<file path="src/rtl/gfx128_wbm_read_arbiter.sv">
// Three-requester round-robin Wishbone read master for the 128-bit graphics bus.
// One read is in flight at a time; completion, error and timeout end in a DONE cycle.
module gfx128_wbm_read_arbiter #(
    parameter int TIMEOUT = 255
) (
    input  logic         clk_i,
    input  logic         rst_i,
    input  logic         req0_i,
    input  logic         req1_i,
    input  logic         req2_i,
    input  logic [27:0]  adr0_i,
    input  logic [27:0]  adr1_i,
    input  logic [27:0]  adr2_i,
    input  logic [15:0]  sel0_i,
    input  logic [15:0]  sel1_i,
    input  logic [15:0]  sel2_i,
    output logic         ack0_o,
    output logic         ack1_o,
    output logic         ack2_o,
    output logic [127:0] dat_o,
    output logic         err_o,
    output logic         busy_o,
    output logic         wb_cyc_o,
    output logic         wb_stb_o,
    output logic         wb_we_o,
    output logic [27:0]  wb_adr_o,
    output logic [15:0]  wb_sel_o,
    input  logic         wb_ack_i,
    input  logic         wb_err_i,
    input  logic [127:0] wb_dat_i
);

    typedef enum logic [1:0] {S_IDLE, S_BUS, S_DONE} state_t;

    localparam logic [7:0] TMO_LAST = 8'(TIMEOUT - 1);

    state_t         r_state;
    state_t         w_state_next;
    logic [1:0]     r_last;
    logic [1:0]     r_gnt;
    logic [7:0]     r_tmo;
    logic           r_cyc;
    logic [27:0]    r_adr;
    logic [15:0]    r_sel;
    logic [2:0]     r_ack;
    logic           r_err;
    logic           r_busy;
    logic [127:0]   r_dat;

    logic [3:0]     w_req;
    logic           w_gnt_valid;
    logic [1:0]     w_gnt_idx;
    logic [27:0]    w_adr_mux;
    logic [15:0]    w_sel_mux;
    logic           w_timeout;
    logic           w_finish;

    // (base + off) mod 3 for base in 0..2 and off in 1..3.
    function automatic logic [1:0] f_wrap(input logic [1:0] base, input logic [1:0] off);
        logic [2:0] s;
        s = {1'b0, base} + {1'b0, off};
        if (s >= 3'd3)
            s = s - 3'd3;
        return s[1:0];
    endfunction

    assign w_req       = {1'b0, req2_i, req1_i, req0_i};
    assign w_gnt_valid = |w_req;
    assign w_timeout   = (r_tmo == TMO_LAST);
    assign w_finish    = wb_ack_i | wb_err_i | w_timeout;

    // Scan from the farthest candidate down so the one right after last_grant wins.
    always_comb begin
        w_gnt_idx = 2'd0;
        for (int k = 3; k >= 1; k--) begin
            if (w_req[f_wrap(r_last, 2'(k))])
                w_gnt_idx = f_wrap(r_last, 2'(k));
        end
    end

    always_comb begin
        case (w_gnt_idx)
            2'd1:    begin w_adr_mux = adr1_i; w_sel_mux = sel1_i; end
            2'd2:    begin w_adr_mux = adr2_i; w_sel_mux = sel2_i; end
            default: begin w_adr_mux = adr0_i; w_sel_mux = sel0_i; end
        endcase
    end

    always_ff @(posedge clk_i or posedge rst_i) begin
        if (rst_i)
            r_state <= S_IDLE;
        else
            r_state <= w_state_next;
    end

    always_comb begin
        w_state_next = r_state;
        case (r_state)
            S_IDLE:  if (w_gnt_valid) w_state_next = S_BUS;
            S_BUS:   if (w_finish)    w_state_next = S_DONE;
            S_DONE:  w_state_next = S_IDLE;
            default: w_state_next = S_IDLE;
        endcase
    end

    always_ff @(posedge clk_i or posedge rst_i) begin
        if (rst_i) begin
            r_last <= 2'd2;
            r_gnt  <= 2'd0;
            r_tmo  <= 8'd0;
            r_cyc  <= 1'b0;
            r_adr  <= 28'd0;
            r_sel  <= 16'd0;
            r_ack  <= 3'd0;
            r_err  <= 1'b0;
            r_busy <= 1'b0;
            r_dat  <= 128'd0;
        end else begin
            case (r_state)
                S_IDLE: begin
                    if (w_gnt_valid) begin
                        r_adr  <= w_adr_mux;
                        r_sel  <= w_sel_mux;
                        r_cyc  <= 1'b1;
                        r_busy <= 1'b1;
                        r_gnt  <= w_gnt_idx;
                        r_last <= w_gnt_idx;
                        r_tmo  <= 8'd0;
                    end
                end
                S_BUS: begin
                    if (w_finish) begin
                        r_cyc <= 1'b0;
                        r_ack <= 3'b001 << r_gnt;
                        // Error and timeout both report err; only a clean ack returns data.
                        r_err <= wb_err_i | ~wb_ack_i;
                        r_dat <= (wb_ack_i & ~wb_err_i) ? wb_dat_i : 128'd0;
                    end else begin
                        r_tmo <= r_tmo + 8'd1;
                    end
                end
                S_DONE: begin
                    r_ack  <= 3'd0;
                    r_err  <= 1'b0;
                    r_busy <= 1'b0;
                end
                default: begin
                    r_cyc  <= 1'b0;
                    r_busy <= 1'b0;
                end
            endcase
        end
    end

    assign ack0_o   = r_ack[0];
    assign ack1_o   = r_ack[1];
    assign ack2_o   = r_ack[2];
    assign dat_o    = r_dat;
    assign err_o    = r_err;
    assign busy_o   = r_busy;
    assign wb_cyc_o = r_cyc;
    assign wb_stb_o = r_cyc;
    assign wb_we_o  = 1'b0;
    assign wb_adr_o = r_adr;
    assign wb_sel_o = r_sel;

endmodule
</file>
<file path="config.mk">
export PLATFORM = sky130hd
export DESIGN_NAME = gfx128_wbm_read_arbiter
export DESIGN_NICKNAME = d
export VERILOG_FILES = /design/src/rtl/gfx128_wbm_read_arbiter.sv
export SDC_FILE = /design/constraint.sdc
export NUM_CORES = 1
export LEC_CHECK = 0
export ABC_AREA = 0
export CORE_MARGIN = 3
export CORE_UTILIZATION = 30
export CTS_CLUSTER_SIZE = 10
export DETAILED_ROUTE_END_ITERATION = 10
export HOLD_SLACK_MARGIN = 0.02
export PLACE_DENSITY = 0.67
export SLEW_MARGIN = 20
export SYNTH_ARGS = -nofsm -noshare
export SYNTH_HDL_FRONTEND = slang
export SYNTH_SLANG_ARGS = --single-unit
export TNS_END_PERCENT = 1
</file>
<file path="constraint.sdc">
create_clock -name clk_i -period 14.2 [get_ports clk_i]
set_input_delay 2.13 -clock clk_i [delete_from_list [all_inputs] [get_ports clk_i]]
set_output_delay 2.13 -clock clk_i [all_outputs]
set_load 0.02 [all_outputs]
</file>
# ---- Yosys cells after proc, flatten, opt, wreduce, memory -nomap -nowiden
# Cells that the tools add are included.
dict set report classes {
  add_sub_neg 7
  magnitude_cmp 6
  eq_ne 8
  shifts 1
  muxes 29
  bitwise 8
  n_reduce_logical 11
}
# cell count
set ops {}
lappend ops {{$mux 128} 1}
lappend ops {{$pmux 28 s2} 1}
lappend ops {{$pmux 16 s2} 1}
lappend ops {{$mux 2} 8}
lappend ops {{$mux 8} 2}
lappend ops {{$pmux 8 s2} 1}
lappend ops {{$reduce_and 2->1} 5}
lappend ops {{$ge 3x2->1 const B} 3}
lappend ops {{$lt 2x3->1 const B} 3}
lappend ops {{$add 8x1->8 const B} 1}
lappend ops {{$eq 8x8->1 const B} 1}
lappend ops {{$add 2x2->3 const B} 2}
lappend ops {{$bmux 1 s2} 3}
lappend ops {{$mux 1} 6}
lappend ops {{$ne 2x2->1 const B} 3}
lappend ops {{$pmux 3 s2} 1}
lappend ops {{$reduce_and 3->1} 2}
lappend ops {{$sub 2x2->2 const B} 3}
lappend ops {{$eq 2x1->1 const B} 2}
lappend ops {{$eq 2x2->1 const B} 2}
lappend ops {{$not 1->1} 4}
lappend ops {{$pmux 1 s2} 2}
lappend ops {{$pmux 2 s2} 1}
lappend ops {{$reduce_bool 2->1} 2}
lappend ops {{8 further kinds} 10}
dict set report word_totals {
  ff_bits 192
  output_inout_bits 180
}

# ---- Longest topological paths before layout
# Gate-level depths: netlist (run 1).
dict set report depth {
  depth_word 10
  ltp_mapped 13
  mapped_depth_nobuf 11
}

# ---- Least setup slack after synthesis (run 1)
# OpenSTA, ideal clock, no wires.
dict set report synth_timing {
  path_type {input-to-reg}
  start {input req1_i}
  end {register r_adr[0], in the netlist wb_adr_o[0]}
  setup_ns 0.083
  arrival_time_ns 3.818
  required_time_ns 14.117
  slack_ns 10.299
  cell_stages 10
  path_buffers 3
  cell_sequence {inv_1 > or3_1 > nand4_1 > inv_1 > ha_1 > clkbuf_1 > buf_2 > clkbuf_1 > a21oi_1 > o21ai_0}
}
dict set report synth_via {
  elab_chain_cells 7
}
# item line_no
set synth_lines {}
lappend synth_lines {{from (decl)} 9} ;# input logic req1_i,
lappend synth_lines {{$bmux 1 s2} 76} ;# if (w_req[f_wrap(r_last, 2'(k))])
lappend synth_lines {{$mux 1 (not written as such)} 76}
lappend synth_lines {{$mux 2 (2 in series)} 76}
lappend synth_lines {{$mux 2 *} 76}
lappend synth_lines {{named net w_gnt_idx[0]} 52} ;# logic [1:0] w_gnt_idx;
lappend synth_lines {{$eq 2x2->1 / $eq 2x1->1 (equally long branches)} 82} ;# case (w_gnt_idx)
lappend synth_lines {{$pmux 28 s2 *} 82}
lappend synth_lines {{to (signal assigned)} 122} ;# r_adr <= w_adr_mux;
lappend synth_lines {{to (decl)} 43} ;# logic [27:0] r_adr;
# The timed path passes the listed nets; every way through them passes the cells marked *. The select of a mux whose other input is x is not followed.
# A chain may end at the register's enable or synchronous reset.

# ---- Worst setup path after layout (run 1)
dict set report layout_timing {
  start {input wb_err_i}
  end {register r_dat[103], in the netlist dat_o[103]}
}
dict set report layout_via {
  elab_chain_cells 3
}
# item line_no
set layout_lines {}
lappend layout_lines {{from (decl)} 29} ;# input logic wb_err_i,
lappend layout_lines {{$or 1x1->1 / $not 1->1 (equally long branches)} {70, 137}}
lappend layout_lines {{$or 1x1->1 / $and 1x1->1 (equally long branches)} {70, 137}}
lappend layout_lines {{$reduce_and 2->1 (no source line) / $mux 128 (equally long branches)} --}
lappend layout_lines {{to (signal assigned)} 137} ;# r_dat <= (wb_ack_i & ~wb_err_i) ? wb_dat_i : 128'd0;
lappend layout_lines {{to (decl)} 48} ;# logic [127:0] r_dat;
# Several ways; a longest one is shown, not always the timed one.

==> reports/summary.md, run 1 <==
## Logic synthesis
• **Syn Inst Count** 971
• **top post-synthesis cells by area** sky130_fd_sc_hd__dfrtp_1, sky130_fd_sc_hd__o21ai_0, sky130_fd_sc_hd__nand2_1
• **post-synthesis sequential element count** 191
• **Synth top area share** 55.1%
• **area of the mapped netlist** 8630 um2
• **count of unique library cells instantiated by Yosys** 44
• **EDFF count, synth** 0
• **Synth Warn #** 0
• **post-synthesis cell type with the largest combined area** sky130_fd_sc_hd__dfrtp_1
• **syn nets** 1245
• **top flip-flop cell by instance count after synthesis** sky130_fd_sc_hd__dfrtp_1
• **async set or reset register ratio after synthesis** 100%
• **Mapped Avg Cell Area** 8.89 um2
• **part of the Yosys area used for sequential elements** 55.4%

## Placement
• **post-place setup slack** 9.34 ns
• **placed wire-length estimate after detailed placement** 22400 um
• **port buffer count** 445
• **post-detailed-placement cell area** 13300 um2
• **total placed cells including tap cells** 1711
• **gpl congestion** 0.891

## Routing
• **total routed wire length on the met1 layer** 13200 um
• **via-per-instance ratio** 4.90
• **number of antenna-violating nets in the routed design** 0
• **uppermost routed layer** met4
• **residual DRC count** 0
• **met3 wire length** 1860 um
• **initial DRC count** 526
• **Detailed Route WL** 31800 um
• **first-pass iteration count of the detailed router** 5
• **routed length per instance** 18.2 um
• **met2 layer wire length in the routed design** 16000 um
• **vias after detailed routing** 8528

## CTS
• **count of cells resized by post-cts repair** 0
• **clock root buffer** sky130_fd_sc_hd__clkbuf_16
• **Setup Buffers After CTS** 0
• **clock tree from TritonCTS** done
• **CTS Hold Bufs** 0
• **number of levels the H-tree was split into** 4
• **Clock Sink Count** 191
• **clock insertion delay at the later pin of the skew report** 0.43 ns
• **number of buffers on the longest clock path** 2
• **number of clock buffers inserted by TritonCTS** 17
• **clock slew at reported path FFs** 0.08 ns

## Flow run
• **max-cap viol count** 0

## Floorplan
• **die boundary width** 176 um
• **die height** 176 um
• **number of primary I/O pins** 447
• **Die Footprint** 30800 um2
• **core area** 28100 um2
• **initial core utilization** 30.7%
• **standard-cell rows** 61

## Global routing
• **maximum number of pins on one net before global-route repair** 127
• **number of antenna violations at the first check in global routing** 0
• **global-route wire length before repair** 48200 um
• **via count of the first global-routing pass** 8288
• **GRT overflow** 0
• **total global-route track usage** 19.7%

## Worst hold path
• **Hold Crit Class** flip-flop to flip-flop
• **instance count along the most critical hold path** 2

## STA
• **summed negative setup slack over all endpoints** 0 ns
• **Final min period** 4.47 ns
• **worst-case clock skew** 0.0176 ns
• **post-route worst setup slack** 9.73 ns
• **transition time at the pin with the least slew margin** 1.05 ns
• **maximum frequency from static timing analysis** 0.224 GHz
• **number of failing hold endpoints at the final stage** 0
• **final-report max-slew violation count** 0
• **setup violation total in the final timing report** 0
• **Max-slew headroom** 30.2%
• **fraction of the cycle the final worst path needs** 31.5%
• **RSZ-0062 raised after global routing** no

## Pwr
• **Clk pwr share** 16.3%
• **fraction of power consumed by sequential logic** 30.9%
• **leak pwr** 0.00553 uW
• **switching power as a share of total power** 43.4%
• **Net Switching** 1240 uW
• **IR drop worst, VDD** 0.000167 V
• **power density over the cells** 206 nW/um2
• **share of total power in combinational logic** 52.7%
• **P_int** 1610 uW

## Critical path
• **category of the worst setup path capture point** flip-flop
• **data arrival time of the worst path** 4.73 ns
• **worst-path maximum fanout** 86
• **Critical Path Max Stage Delay** 0.79 ns
• **Setup Crit Path Kind** input port to flip-flop
• **cells traversed along the worst timing path** clkdlybuf4s50_1, nor2_2, o21ai_1, nand2_4, buf_4, o21ai_0
• **slowest CP cell** sky130_fd_sc_hd__buf_4
• **critical path startpoint category** input port
• **CP Data Required Time** 14.45 ns
• **worst-case reg-to-reg path depth** 11

## Final layout
• **Layout Area Growth over Synthesis** 60.1%
• **final net count** 1626
• **post-route cell area** 13800 um2
• **post-route insts no fill** 1742
• **antenna diode instance count** 0
• **fraction of layout cells with a size suffix above 1** 4.03%

## Outcome
• **run status** complete, no violations

stage by stage:
| stage | hold WS, ns | power (uW) | util, % |
|---|---|---|---|
| finish | 0.480 | 2850 | 49.2 |
| global route | 0.507 | 3040 | 49.2 |
| CTS | 0.486 | 2870 | 49.2 |
| detailed placement | 0.469 | 2400 | 47.2 |
| global placement | 0.461 | 2370 | 47.2 |
| floorplan | 0.477 | 1710 | - |
cell usage after synthesis (all sizes together) (2+ instances only):
library cell  count
mux2i             2
buf              27
nand2           179
dfrtp           190
ha                7
a21oi            48
clkbuf           64
o211ai            5
nor2             48
a22oi            44
o21a              3
nand4             4
or3               2
inv              11
mux2              3
nand2b            3
o31ai             4
o21ai           306
or4               2
nand3             3
layout by cell type, fill, tap and decap left out, types with 2 or more instances in the layout:
master                              n
sky130_fd_sc_hd__clkdlybuf4s50_1  445
sky130_fd_sc_hd__o21ai_0          226
sky130_fd_sc_hd__dfrtp_1          190
sky130_fd_sc_hd__nand2_1          177
sky130_fd_sc_hd__o21ai_1           80
sky130_fd_sc_hd__a21oi_1           48
sky130_fd_sc_hd__nor2_1            47
sky130_fd_sc_hd__a22oi_1           44
sky130_fd_sc_hd__clkbuf_16         17
sky130_fd_sc_hd__inv_1             10
sky130_fd_sc_hd__buf_4              8
sky130_fd_sc_hd__ha_1               6
sky130_fd_sc_hd__o211ai_1           5
sky130_fd_sc_hd__inv_8              4
sky130_fd_sc_hd__inv_6              4
sky130_fd_sc_hd__nand3_1            3
sky130_fd_sc_hd__nand4_1            3
sky130_fd_sc_hd__o31ai_1            3
sky130_fd_sc_hd__mux2_2             3
sky130_fd_sc_hd__or3_1              2
sky130_fd_sc_hd__mux2i_1            2
sky130_fd_sc_hd__or4_1              2
sky130_fd_sc_hd__nand2b_1           2
sky130_fd_sc_hd__o21a_1             2
sky130_fd_sc_hd__clkinv_2           2
sky130_fd_sc_hd__clkinv_4           2
sky130_fd_sc_hd__clkinvlp_4         2
power by group through the flow:
stage / Combinational (uW) / Sequential (uW) / Clock, uW
CTS: 1510 / 882 / 480
floorplan: 576 / 1130 / 0
global route: 1620 / 911 / 504
finish: 1500 / 881 / 465
detailed placement: 1510 / 889 / 0
global placement: 1490 / 881 / 0
state kept, by name, indices dropped and copies added (netlist names):
register	cells
busy_o	1
r_state	2
r_tmo	8
wb_cyc_o	1
r_last	2
dat_o	128
wb_adr_o	28
wb_sel_o	16
err_o	1
r_gnt	1
r_ack	3
logic make-up after synthesis:
kind of cell,synth area share [%]
compound gates,26.0
simple gates,11.6
flops,55.4
buf+inv,5.10
fa+ha+maj,1.01
mux,0.623
xor+xnor,0.203
other cells,0.0434
worst max-delay path, delay by kind of cell:
kind                   cells  cell delay (ns)
AO/OA/AOI/OAI              2             0.56
AND/OR/NAND/NOR            2             0.70
buffers and inverters      2             1.26
layer usage:
layer  track usage [%]  up-vias
met2              32.9      248
met1              25.4     4117
li1                  -     4121
met5                 0        -
met4              5.77        0
met3              4.69       42
worst paths after layout:
path | startpoint | end | slack [ns]
hold / removal | wb_sel_o[3] | wb_sel_o[3] | 0.48
hold reg to reg | wb_sel_o[3] | wb_sel_o[3] | 0.48
min in group asynchronous | rst_i | wb_adr_o[2] | 2.26
setup reg to reg | r_last[0] | wb_adr_o[27] | 11.04
setup / recovery | wb_err_i | dat_o[103] | 9.73
max in group asynchronous | rst_i | r_ack[1] | 10.39
layout make-up:
| cell class | count | area (um2) |
|---|---|---|
| repair buffers | 453 | 4510 |
| multi-input cells | 678 | 3450 |
| fillers | 2684 | 14300 |
| inverters | 11 | 48.8 |
| clock buffers | 17 | 425 |
| clock inverters | 14 | 128 |
| well taps | 378 | 473 |
| flip-flops and latches | 191 | 4780 |
Power figures use the tool's default switching activity.
==> run 2, diff against run 1 <==
PLACE_DENSITY = 0.69   (was 0.67)
clock period = 3.9 ns   (was 14.2 ns; I/O delays follow)
==> run 2 against run 1 <==
Against the previous run:
- combinational power grew to 3.7 times the previous value
- register-to-register slack lost 10 ns
- non-clock buffer count grew 11
- clock power grew to 3.8 times the previous value
- cell area grew 1.5%
- via count grew 2.3%
- worst hold slack lost 0.0017 ns
- setup slack lost 9.0 ns
- sequential share of layout area shrank 0.52 points
- die area is the same
==> reports/summary.md, run 2 (synthesis gave the netlist of run 1 again) <==
## STA
• **number of failing hold endpoints at the final stage** 0, unchanged
• **maximum frequency from static timing analysis** 0.317 GHz
• **transition time at the pin with the least slew margin** 1.04 ns, was 1.05 ns
• **Final min period** 3.15 ns
• **RSZ-0062 raised after global routing** no, unchanged
• **post-route worst setup slack** 0.749 ns, was 9.73 ns
• **summed negative setup slack over all endpoints** 0 ns, unchanged
• **worst-case clock skew** 0.0153 ns, was 0.0176 ns
• **final-report max-slew violation count** 0, unchanged
• **setup violation total in the final timing report** 0, unchanged
• **Max-slew headroom** 30.7%, was 30.2%
• **fraction of the cycle the final worst path needs** 80.8%

## Floorplan
• **standard-cell rows** 61, unchanged
• **die height** 176 um, unchanged
• **Die Footprint** 30800 um2, unchanged
• **core area** 28100 um2, unchanged
• **die boundary width** 176 um, unchanged
• **initial core utilization** 30.7%, unchanged
• **number of primary I/O pins** 447, unchanged

## Final layout
• **fillers** 2707, was 2684
• **post-route cell area** 14000 um2, was 13800 um2
• **fraction of layout cells with a size suffix above 1** 4.80%, was 4.03%
• **commonest non-fill, non-tap cell in the layout** sky130_fd_sc_hd__clkdlybuf4s50_1, unchanged
• **final net count** 1637, was 1626
• **post-route insts no fill** 1754, was 1742
• **max reg flops** 128, unchanged
• **antenna diode instance count** 0, unchanged
• **Layout Area Growth over Synthesis** 62.5%, was 60.1%
• **leading cell types in the layout, fill and taps excluded** sky130_fd_sc_hd__clkdlybuf4s50_1, sky130_fd_sc_hd__o21ai_0, sky130_fd_sc_hd__dfrtp_1, unchanged
• **final core utilization** 49.9%, was 49.2%

## Global routing
• **via count of the first global-routing pass** 8675, was 8288
• **total global-route track usage** 20.9%, was 19.7%
• **global-route wire length before repair** 50800 um, was 48200 um
• **maximum number of pins on one net before global-route repair** 101, was 127
• **number of antenna violations at the first check in global routing** 0, unchanged
• **GRT overflow** 0, unchanged

## Flow run
• **max-cap viol count** 0, unchanged

## CTS
• **clock tree from TritonCTS** done, unchanged
• **clock slew at reported path FFs** 0.09 ns, was 0.08 ns
• **number of buffers on the longest clock path** 2, unchanged
• **Setup Buffers After CTS** 0, unchanged
• **clock insertion delay at the later pin of the skew report** 0.43 ns, about the same
• **number of levels the H-tree was split into** 4, unchanged
• **CTS Hold Bufs** 0, unchanged
• **number of clock buffers inserted by TritonCTS** 17, unchanged
• **Clock Sink Count** 191, unchanged
• **clock root buffer** sky130_fd_sc_hd__clkbuf_16, unchanged
• **count of cells resized by post-cts repair** 0, unchanged

## Pwr
• **IR drop worst, VDD** 0.000727 V, was 0.000167 V
• **leak pwr** 0.00563 uW, was 0.00553 uW
• **power density over the cells** 752 nW/um2, was 206 nW/um2

## Placement
• **post-place setup slack** 0.721 ns, was 9.34 ns
• **post-detailed-placement cell area** 13400 um2, was 13300 um2
• **port buffer count** 445, unchanged
• **placed wire-length estimate after detailed placement** 23900 um, was 22400 um
• **gpl congestion** 0.914, was 0.891
• **total placed cells including tap cells** 1722, was 1711

## Critical path
• **worst-path maximum fanout** 44, was 86
• **critical path startpoint category** flip-flop, was input port
• **cells traversed along the worst timing path** inv_1, ha_1, and4b_1, nand3b_1, nand4_1, inv_1, ha_2, a22oi_1, nor2_1, a21oi_1, o21ai_0, was clkdlybuf4s50_1, nor2_2, o21ai_1, nand2_4, buf_4, o21ai_0
• **data arrival time of the worst path** 3.51 ns, was 4.73 ns
• **CP Data Required Time** 4.26 ns, was 14.45 ns
• **slowest CP cell** sky130_fd_sc_hd__ha_2, was sky130_fd_sc_hd__buf_4
• **cell occurring most often along the worst timing path** sky130_fd_sc_hd__inv_1
• **Setup Crit Path Kind** flip-flop to flip-flop, was input port to flip-flop
• **Critical Path Max Stage Delay** 0.80 ns, was 0.79 ns
• **category of the worst setup path capture point** flip-flop, unchanged

## Routing
• **first-pass iteration count of the detailed router** 5, unchanged
• **via-per-instance ratio** 4.97, was 4.90
• **routed length per instance** 19.1 um, was 18.2 um
• **number of antenna-violating nets in the routed design** 0, unchanged
• **vias after detailed routing** 8725, was 8528
• **Detailed Route WL** 33400 um, was 31800 um
• **residual DRC count** 0, unchanged
• **initial DRC count** 571, was 526

## Outcome
• **run status** complete, no violations, unchanged

## Worst hold path
• **Hold Crit Class** flip-flop to flip-flop, unchanged

## run 2: changes by cell type in the layout (fill, tap and decap cells not counted), sizes merged
| cell | change |
|---|---|
| buf | +11 |
| clkinv | +2 |
| clkinvlp | -1 |
| inv | -1 |
| clkbuf | +1 |
## run 2: area by class of cell
type                    count  area [um2]  share of cell area, %
multi-input cells         678        3450                   24.6
clock inverters            14         170                   1.21
inverters                  11        45.0                  0.321
flip-flops and latches    191        4780                   34.1
clock buffers              18         429                   3.06
repair buffers            464        4680                   33.4
well taps                 378         473                   3.37
## run 2: through the flow
stage                     hold WS [ns]  power, uW
after floorplan                  0.477       6230
after global placement           0.462       8730
after detailed placement         0.470       8830
after CTS                        0.488      10700
after global routing             0.508      11200
final                            0.478      10500
## run 2: critical path, delay by kind of cell (launching register included)
kind                     cells  cell delay, ns
flip-flops                   1            0.50
AND/OR/NAND/NOR              4            0.64
AO/OA/AOI/OAI                3            0.47
buffers and inverters        2            0.28
adder cells (fa/ha/maj)      2            1.16
## run 2: worst paths after layout
path	startpoint	end	slack, ns	depth (start not counted)
max in group asynchronous	rst_i	dat_o[80]	2.41	3
hold reg to reg	wb_sel_o[5]	wb_sel_o[5]	0.48	2
min in group asynchronous	rst_i	dat_o[120]	0.66	2
hold / removal	wb_sel_o[5]	wb_sel_o[5]	0.48	2
setup / recovery	r_last[0]	wb_adr_o[11]	0.75	11
setup reg to reg	r_last[0]	wb_adr_o[11]	0.75	11
## run 2: layer usage
| metal | part of all wire [%] | up-vias | routed length (um) | track usage (%) |
|---|---|---|---|---|
| met5 | 0 | - | 0 | 0 |
| met4 | 2.3 | 0 | 761 | 5.81 |
| met3 | 5.8 | 42 | 1930 | 4.02 |
| met2 | 50 | 317 | 16600 | 35.0 |
| met1 | 42 | 4228 | 14100 | 27.6 |
| li1 | - | 4138 | - | - |
## run 2: report_power, final
part	internal (uW)	switching (uW)
Clock	871	920
Sequential	2780	428
Combinational	2320	3230
